===== src/rtl/ucsbece154_fetchq.sv =====
// Two-wide instruction fetch queue: fetches pc_q/pc_q+4 each cycle into a circular
// buffer of {pc, inst}, exposes the two oldest entries, and flushes on redirect.
module ucsbece154_fetchq #(
   parameter int          DEPTH    = 8,
   parameter logic [31:0] RESET_PC = 32'h00010000
) (
   input  logic                       clk,
   input  logic                       reset,
   output logic [31:0]                imem_a1_o,
   output logic [31:0]                imem_a2_o,
   input  logic [31:0]                imem_rd1_i,
   input  logic [31:0]                imem_rd2_i,
   input  logic                       redirect_i,
   input  logic [31:0]                redirect_pc_i,
   input  logic [1:0]                 pop_i,
   output logic [1:0]                 valid_o,
   output logic [31:0]                inst0_o,
   output logic [31:0]                inst1_o,
   output logic [31:0]                pc0_o,
   output logic [31:0]                pc1_o,
   output logic [$clog2(DEPTH):0]     count_o
);

   localparam int AW = $clog2(DEPTH);
   localparam int CW = AW + 1;

   logic [31:0]   pc_q;
   logic [AW-1:0] head, tail, head1, tail1;
   logic [CW-1:0] count;
   logic [31:0]   q_pc   [DEPTH];
   logic [31:0]   q_inst [DEPTH];

   logic [1:0]    pop_sat, eff_pop, push;
   logic [CW:0]   free;

   assign head1 = head + AW'(1);
   assign tail1 = tail + AW'(1);

   assign imem_a1_o = pc_q;
   assign imem_a2_o = pc_q + 32'd4;

   // pop_i of 3 is outside the legal range; treat it as 2
   always_comb begin
      pop_sat = (pop_i == 2'd3) ? 2'd2 : pop_i;
      eff_pop = pop_sat;
      if ({{(CW-2){1'b0}}, pop_sat} > count) eff_pop = count[1:0];
      free = (CW+1)'(DEPTH) - {1'b0, count} + (CW+1)'(eff_pop);
      push = 2'd0;
      if (free >= (CW+1)'(2))      push = 2'd2;
      else if (free == (CW+1)'(1)) push = 2'd1;
   end

   always_ff @(posedge clk or posedge reset) begin
      if (reset) begin
         pc_q  <= RESET_PC;
         head  <= '0;
         tail  <= '0;
         count <= '0;
      end else if (redirect_i) begin
         pc_q  <= {redirect_pc_i[31:2], 2'b00};
         head  <= '0;
         tail  <= '0;
         count <= '0;
      end else begin
         pc_q  <= pc_q + {28'd0, push, 2'b00};
         tail  <= tail + AW'(push);
         head  <= head + AW'(eff_pop);
         count <= count + CW'(push) - CW'(eff_pop);
      end
   end

   // Storage is data only; slots being popped this cycle may be reused by the push
   always_ff @(posedge clk) begin
      if (!reset && !redirect_i) begin
         if (push != 2'd0) begin
            q_pc[tail]   <= pc_q;
            q_inst[tail] <= imem_rd1_i;
         end
         if (push == 2'd2) begin
            q_pc[tail1]   <= pc_q + 32'd4;
            q_inst[tail1] <= imem_rd2_i;
         end
      end
   end

   assign valid_o = {count >= CW'(2), count >= CW'(1)};
   assign inst0_o = q_inst[head];
   assign inst1_o = q_inst[head1];
   assign pc0_o   = q_pc[head];
   assign pc1_o   = q_pc[head1];
   assign count_o = count;

endmodule


===== config.mk =====
export PLATFORM = sky130hd
export DESIGN_NAME = ucsbece154_fetchq
export DESIGN_NICKNAME = d
export VERILOG_FILES = /design/src/rtl/ucsbece154_fetchq.sv
export SDC_FILE = /design/constraint.sdc
export NUM_CORES = 1
export LEC_CHECK = 0
export ABC_CLOCK_PERIOD_IN_PS = 23000
export CORE_MARGIN = 2
export CORE_UTILIZATION = 55
export DETAILED_ROUTE_END_ITERATION = 10
export GPL_TIMING_DRIVEN = 0
export PLACE_DENSITY = 0.82
export SLEW_MARGIN = 10
export SYNTH_ARGS = -nofsm -noshare
export SYNTH_HDL_FRONTEND = slang
export SYNTH_SLANG_ARGS = --single-unit

===== constraint.sdc =====
create_clock -name clk -period 23 [get_ports clk]
set_input_delay 4.6 -clock clk [delete_from_list [all_inputs] [get_ports clk]]
set_output_delay 4.6 -clock clk [all_outputs]
set_load 0.03 [all_outputs]

# == After elaboration in Yosys (flattened, before gate mapping) ==
# Memories as Yosys holds them, arrays and structs flattened.
# Cells that the tools add are included.
# word_totals
ram_bits,512
wordCells,41
register_bits,42
output_inout_bits,198
n_memories,2
# mem_list
memory,words,width,rd,rd_clocked_by_memory_dff,wr,line,rtl
q_inst,8,32,2,0,2,31,logic [31:0] q_inst [DEPTH];
q_pc,8,32,2,0,2,30,logic [31:0] q_pc [DEPTH];
# op_classes
eq_ne,3
reduce_logical,4
add_sub_neg,10
magnitude_cmp,4
mux,14
# op_table
cell,count
"32-bit by 3-bit adder with 32-bit output, second input constant",1
32-bit by 4-bit adder with 32-bit output,1
32-bit 2-to-1 mux,1
1-bit 2-to-1 mux,7
"3-bit by 1-bit adder with 3-bit output, second input constant",2
3-bit by 2-bit adder with 3-bit output,2
2-bit 2-to-1 mux,3
3-bit 2-to-1 mux,2
5-bit by 2-bit adder with 5-bit output,1
"5-bit by 1-bit equality test with 1-bit output, second input constant",1
"5-bit by 2-bit greater-or-equal comparator with 1-bit output, second input constant",1
"4-bit by 4-bit subtractor with 5-bit output, first input constant",1
4-bit by 2-bit adder with 4-bit output,1
"2-bit equality test, second input constant",2
"4-bit by 1-bit greater-or-equal comparator with 1-bit output, second input constant",1
"4-bit by 2-bit greater-or-equal comparator with 1-bit output, second input constant",1
2-bit by 4-bit greater-than comparator with 1-bit output,1
4-bit 2-to-1 mux,1
4-bit by 2-bit subtractor with 4-bit output,1
1-bit logical NOT,2
2-bit nonzero test,1
1-bit logical AND,1

# == Logic depth before layout (Yosys ltp) ==
# Gate-level depths: netlist of run 1.
# depth
word_depth,12
ltp_mapped,21
ltp_nobuf,21

# == Least setup slack after synthesis of run 1 ==
# Ideal clock, no wire load.
# synth_timing
path_kind,input to register
from,in pop_i[1]
to,"mem q_inst[1][0], enable pin"
setup_ps,573
slack_ps,10523
arrival_time_ps,11904
path_stages,13
cell_sequence,clkbuf_1 ha_1 nor2b_1 o211ai_1 mux2i_1 ha_1 inv_1 fa_1 buf_1 or4_1 inv_1 a21o_1 o31ai_1
# synth_lines
element,line,rtl
"start, declared",15,"input logic [1:0] pop_i,"
"end, declared",31,

# == Worst setup path after layout of run 1 ==
# layout_timing
from,in pop_i[1]
to,"reg pc_q[30], in the netlist imem_a1_o[30]"
# layout_via
elab_chain_cells,10
elab_cells_between_ends,11
classes_between,add/sub (2); order compare (2); eq/ne (2); mux (5)
# layout_rtl
element,line,rtl
2-bit equality test,44,pop_sat = (pop_i == 2'd3) ? 2'd2 : pop_i;
2-bit 2-to-1 mux (*),44,
2-bit by 4-bit greater-than comparator with 1-bit output,46,"if ({{(CW-2){1'b0}}, pop_sat} > count) eff_pop = count[1:0];"
2-bit 2-to-1 mux (*),46,
5-bit by 2-bit adder with 5-bit output (*),47,"free = (CW+1)'(DEPTH) - {1'b0, count} + (CW+1)'(eff_pop);"
"parallel branches: the longest is 2 deep, another holds 5-bit by 2-bit greater-or-equal comparator with 1-bit output",n/a,
2-bit 2-to-1 mux (*),49,if (free >= (CW+1)'(2)) push = 2'd2;
32-bit by 4-bit adder with 32-bit output (*),65,"pc_q <= pc_q + {28'd0, push, 2'b00};"
32-bit 2-to-1 mux (*),59,end else if (redirect_i) begin
"end signal, assigned",60,"pc_q <= {redirect_pc_i[31:2], 2'b00};"
"end signal, assigned",65,
"end, declared",27,logic [31:0] pc_q;
# Every way passes the cells marked *.

==> run_results.csv, run 1 <==
group,metric,value,unit
run_status,result_of_the_run,"finished, final reports clean",
timing,fin_worst_hold_slack,0.729,ns
drt,drcViolationCount,0,
clock_tree,post_cts_resize_count,0,
timing,totalNegativeSetupSlack,0,ns
worst_setup_path,reg2reg_slack,16.06,ns
floorplan,die_height,246,um
power_and_ir_drop,p_leak,13.0,nW
worst_setup_path,end_kind,"register",
logic_synthesis,yosysUniqueCellTypes,68,
clock_tree,cts_num_sinks,536,
finish,final_layout_size_suffix_gt1_frac,0.285,
power_and_ir_drop,ir_drop,153,uV
place,gp_routability_congestion,0.911,
logic_synthesis,synth_top_flop_cell,"edfxtp_1",
global_routing,grtUsageTotal,0.343,
clock_tree,worst_skew_pair.late_latency,0.64,ns
clock_tree,post-cts-setup-buffer-count,0,
flow_run,drv.max_cap_violation_count,0,
drt,detailroute.via_count,23500,
timing,layout_worst_path_cycle_share,0.473,
logic_synthesis,synth_top_cells_by_count,"496 x edfxtp_1, 324 x mux2_2, 302 x nand2_1, 248 x mux4_2, 145 x xnor2_1",
timing,setup_slack,12.13,ns
floorplan,num_rows,88,
worst_setup_path,critical_path_start_type,"input pin",
clock_tree,cts_hold_buf,0,
clock_tree,clk_transition_reported_paths,0.06,ns
logic_synthesis,post-synth-top-area-fraction,0.461,
logic_synthesis,synth_area_per_cell,14.0,sq um
logic_synthesis,synthesized_instance_count,2308,
global_routing,overflow,0,
finish,finish.net_count,2823,
logic_synthesis,ys_seq_elements,536,
timing,grt_setup_unrepaired,"false",
global_routing,first_global_vias,24100,
timing,worstMarginPinSlew,1.26,ns
logic_synthesis,biggest_area_contributors_in_the_synthesized_netlist,"edfxtp_1 46%, mux4_2 17%, mux2_2 11%",
worst_setup_path,timing.critical_path.fanout_max,9,
drt,drt_iter0_drc,3563,
drt,route.antenna.remaining_nets,0,
clock_tree,maximum_count_of_clock_buffers_along_a_single_path,3,
floorplan,floorplan.io_pins,299,
min_path,timing.hold.worst.class,"reg2reg",
drt,post_drt_via_cell_ratio,6.70,
global_routing,antenna_found_initial,4,
clock_tree,tritoncts,"yes",
clock_tree,cts_buffers,59,
place,place_worst_setup_slack,11.63,ns
timing,slew_viol_final,0,
logic_synthesis,postSynth.asyncResetShare,0.0746,
drt,drt-pass1-iter-count,6,
timing,maxClockFrequency,0.0920,GHz
floorplan,start_util,0.558,
floorplan,die_area,0.0607,sq mm
logic_synthesis,synth.yosys.warnings,0,
worst_setup_path,timing_worst_setup_path_type,"in2reg",
place,place.detailed.hpwl,72200,um
logic_synthesis,post_synth_instance_area,0.0323,sq mm
timing,report.final.hold_viol_count,0,
timing,skew,0.0265,ns
drt,final_routed_wirelength,104000,um
timing,finalSetupViolations,0,
timing,slew-limit-headroom,0.157,
clock_tree,ctsRootBufferMaster,"clkbuf_16",
logic_synthesis,ys_seq_area_frac,0.492,
global_routing,grt_max_degree,31,
power_and_ir_drop,cellPowerDensity,139,mW/mm^2
clock_tree,htreeDepth,2,
logic_synthesis,synth_enable_flop_cells,496,
logic_synthesis,yosysTopAreaCell,"edfxtp_1",
place,io_buffers,287,
worst_setup_path,critical_path_required,23.52,ns
timing,fin_crit,10.87,ns
floorplan,core_area,0.0579,sq mm
floorplan,die_width,246,um
finish,flow.area_growth_from_synthesis,20.0,%
global_routing,grt_first_pass_wirelength,152000,um
drt,wl_per_cell,29.7,um
worst_setup_path,arrival,11.39,ns
logic_synthesis,yosysMostFrequentCell,"edfxtp_1",
finish,utilization_after_layout,0.669,
## where the power goes
group	switching, W	internal, W	total (W)
logic	0.00184	0.00132	0.00316
clock network	0.000399	0.000468	0.000867
registers	0.0000771	0.00127	0.00135
## critical path, stage by stage
cell	delay [ns]
clkdlybuf4s50_1	0.55
clkbuf_1	0.12
ha_1	0.23
nor2b_1	0.13
o211ai_1	0.28
mux2i_1	0.34
ha_1	0.24
inv_1	0.07
fa_1	0.43
nor3b_1	0.31
a31oi_2	0.22
or4_1	0.78
nor2_1	0.66
ha_1	0.32
fa_1	0.23
nand3_1	0.27
nor4_2	0.89
nand4_1	0.21
xnor2_1	0.18
mux2_2	0.29
## state kept, by name, summed over array words and instances, names as in the netlist
register	cells
q_inst	256
q_pc	240
imem_a1_o	30
count_o	4
head	3
tail	3
## cell type report
| cell class | count | area (sq um) |
|---|---|---|
| plain buffers | 203 | 996 |
| inverters | 23 | 86.3 |
| repair buffers | 322 | 3670 |
| clock inverters | 29 | 141 |
| flip-flops and latches | 536 | 15900 |
| diodes | 2 | 5.00 |
| clock buffers | 77 | 1540 |
| fillers | 3994 | 19200 |
| multi-input cells | 1553 | 15500 |
| well taps | 765 | 957 |
## layer usage
metal | vias up | share of wire | GRT usage
met3 | 391 | 0.13 | 0.0740
met2 | 1970 | 0.48 | 0.563
met5 | - | 0.00039 | 0
li1 | 9523 | - | -
met4 | 6 | 0.050 | 0.165
met1 | 11600 | 0.34 | 0.436
## placed cells by master, fill, tap and decap left out, drive strengths merged, types with 2 or more instances in the layout
cell | netlist | routed
ha | 18 | 18
mux4 | 248 | 248
clkinvlp | 0 | 2
clkbuf | 102 | 179
or3 | 3 | 3
conb | 1 | 8
nand2b | 2 | 2
a21oi | 2 | 2
xor2 | 142 | 142
nand3b | 7 | 7
nand4 | 21 | 21
o21ai | 37 | 37
or4 | 3 | 3
a21o | 3 | 3
o41a | 3 | 3
dfrtp | 39 | 39
xnor2 | 145 | 145
clkdlybuf4s50 | 0 | 287
and3 | 7 | 7
nor2b | 8 | 8
o31ai | 2 | 2
edfxtp | 496 | 496
buf | 99 | 134
inv | 22 | 25
diode | 0 | 2
and4 | 5 | 5
clkinv | 1 | 25
o22ai | 2 | 2
nor4 | 4 | 4
nor2 | 97 | 97
nand3 | 64 | 64
nand2 | 304 | 304
fa | 6 | 6
nor3b | 2 | 2
nor3 | 68 | 68
mux2 | 329 | 329
o41ai | 5 | 5
## path summary, 6_finish.rpt
kind	from	to	cells after the start
worst max register to register	count_o[1]	imem_a1_o[30]	19
worst min-delay path	imem_a1_o[2]	imem_a1_o[2]	2
worst min register to register	imem_a1_o[2]	imem_a1_o[2]	2
max in group asynchronous	reset	imem_a1_o[16]	3
min in group asynchronous	reset	tail[0]	2
worst max-delay path	pop_i[1]	imem_a1_o[30]	20
## through the flow
stage	power (W)	cells	cell area, sq um
detailed placement	0.00447	3402	37100
CTS	0.00534	3508	38800
global route	0.00552	3509	38800
finish	0.00538	3510	38800
floorplan	0.00329	2315	32300
global placement	0.00438	3367	36100
## cell families after synthesis
| logic type | synth area share |
|---|---|
| muxes | 0.288 |
| adders and majority gates | 0.0107 |
| and+or+nand+nor | 0.0844 |
| xor gates and xnor gates | 0.0778 |
| buffers and inverters | 0.0335 |
| DFF | 0.492 |
| AOI/OAI and AO/OA | 0.0131 |
| other | 0.000116 |
No activity file was read; power rests on OpenSTA's default activity.
==> run 2: changes to the inputs <==
ABC_CLOCK_PERIOD_IN_PS = 10300   (was 23000)
clock period = 10.3 ns   (was 23 ns; I/O delays follow)
==> results of run 2 <==
The final DEF is identical to that of run 1. Status: finished, final reports clean.
Main changes from that run: setup slack after placement 11.63 ns -> 1.47 ns; setup slack after layout 12.13 ns -> 1.97 ns; register-to-register setup slack 16.06 ns -> 3.36 ns; total power 0.00538 W -> 0.0120 W; worst IR drop on VDD 153 uV -> 341 uV
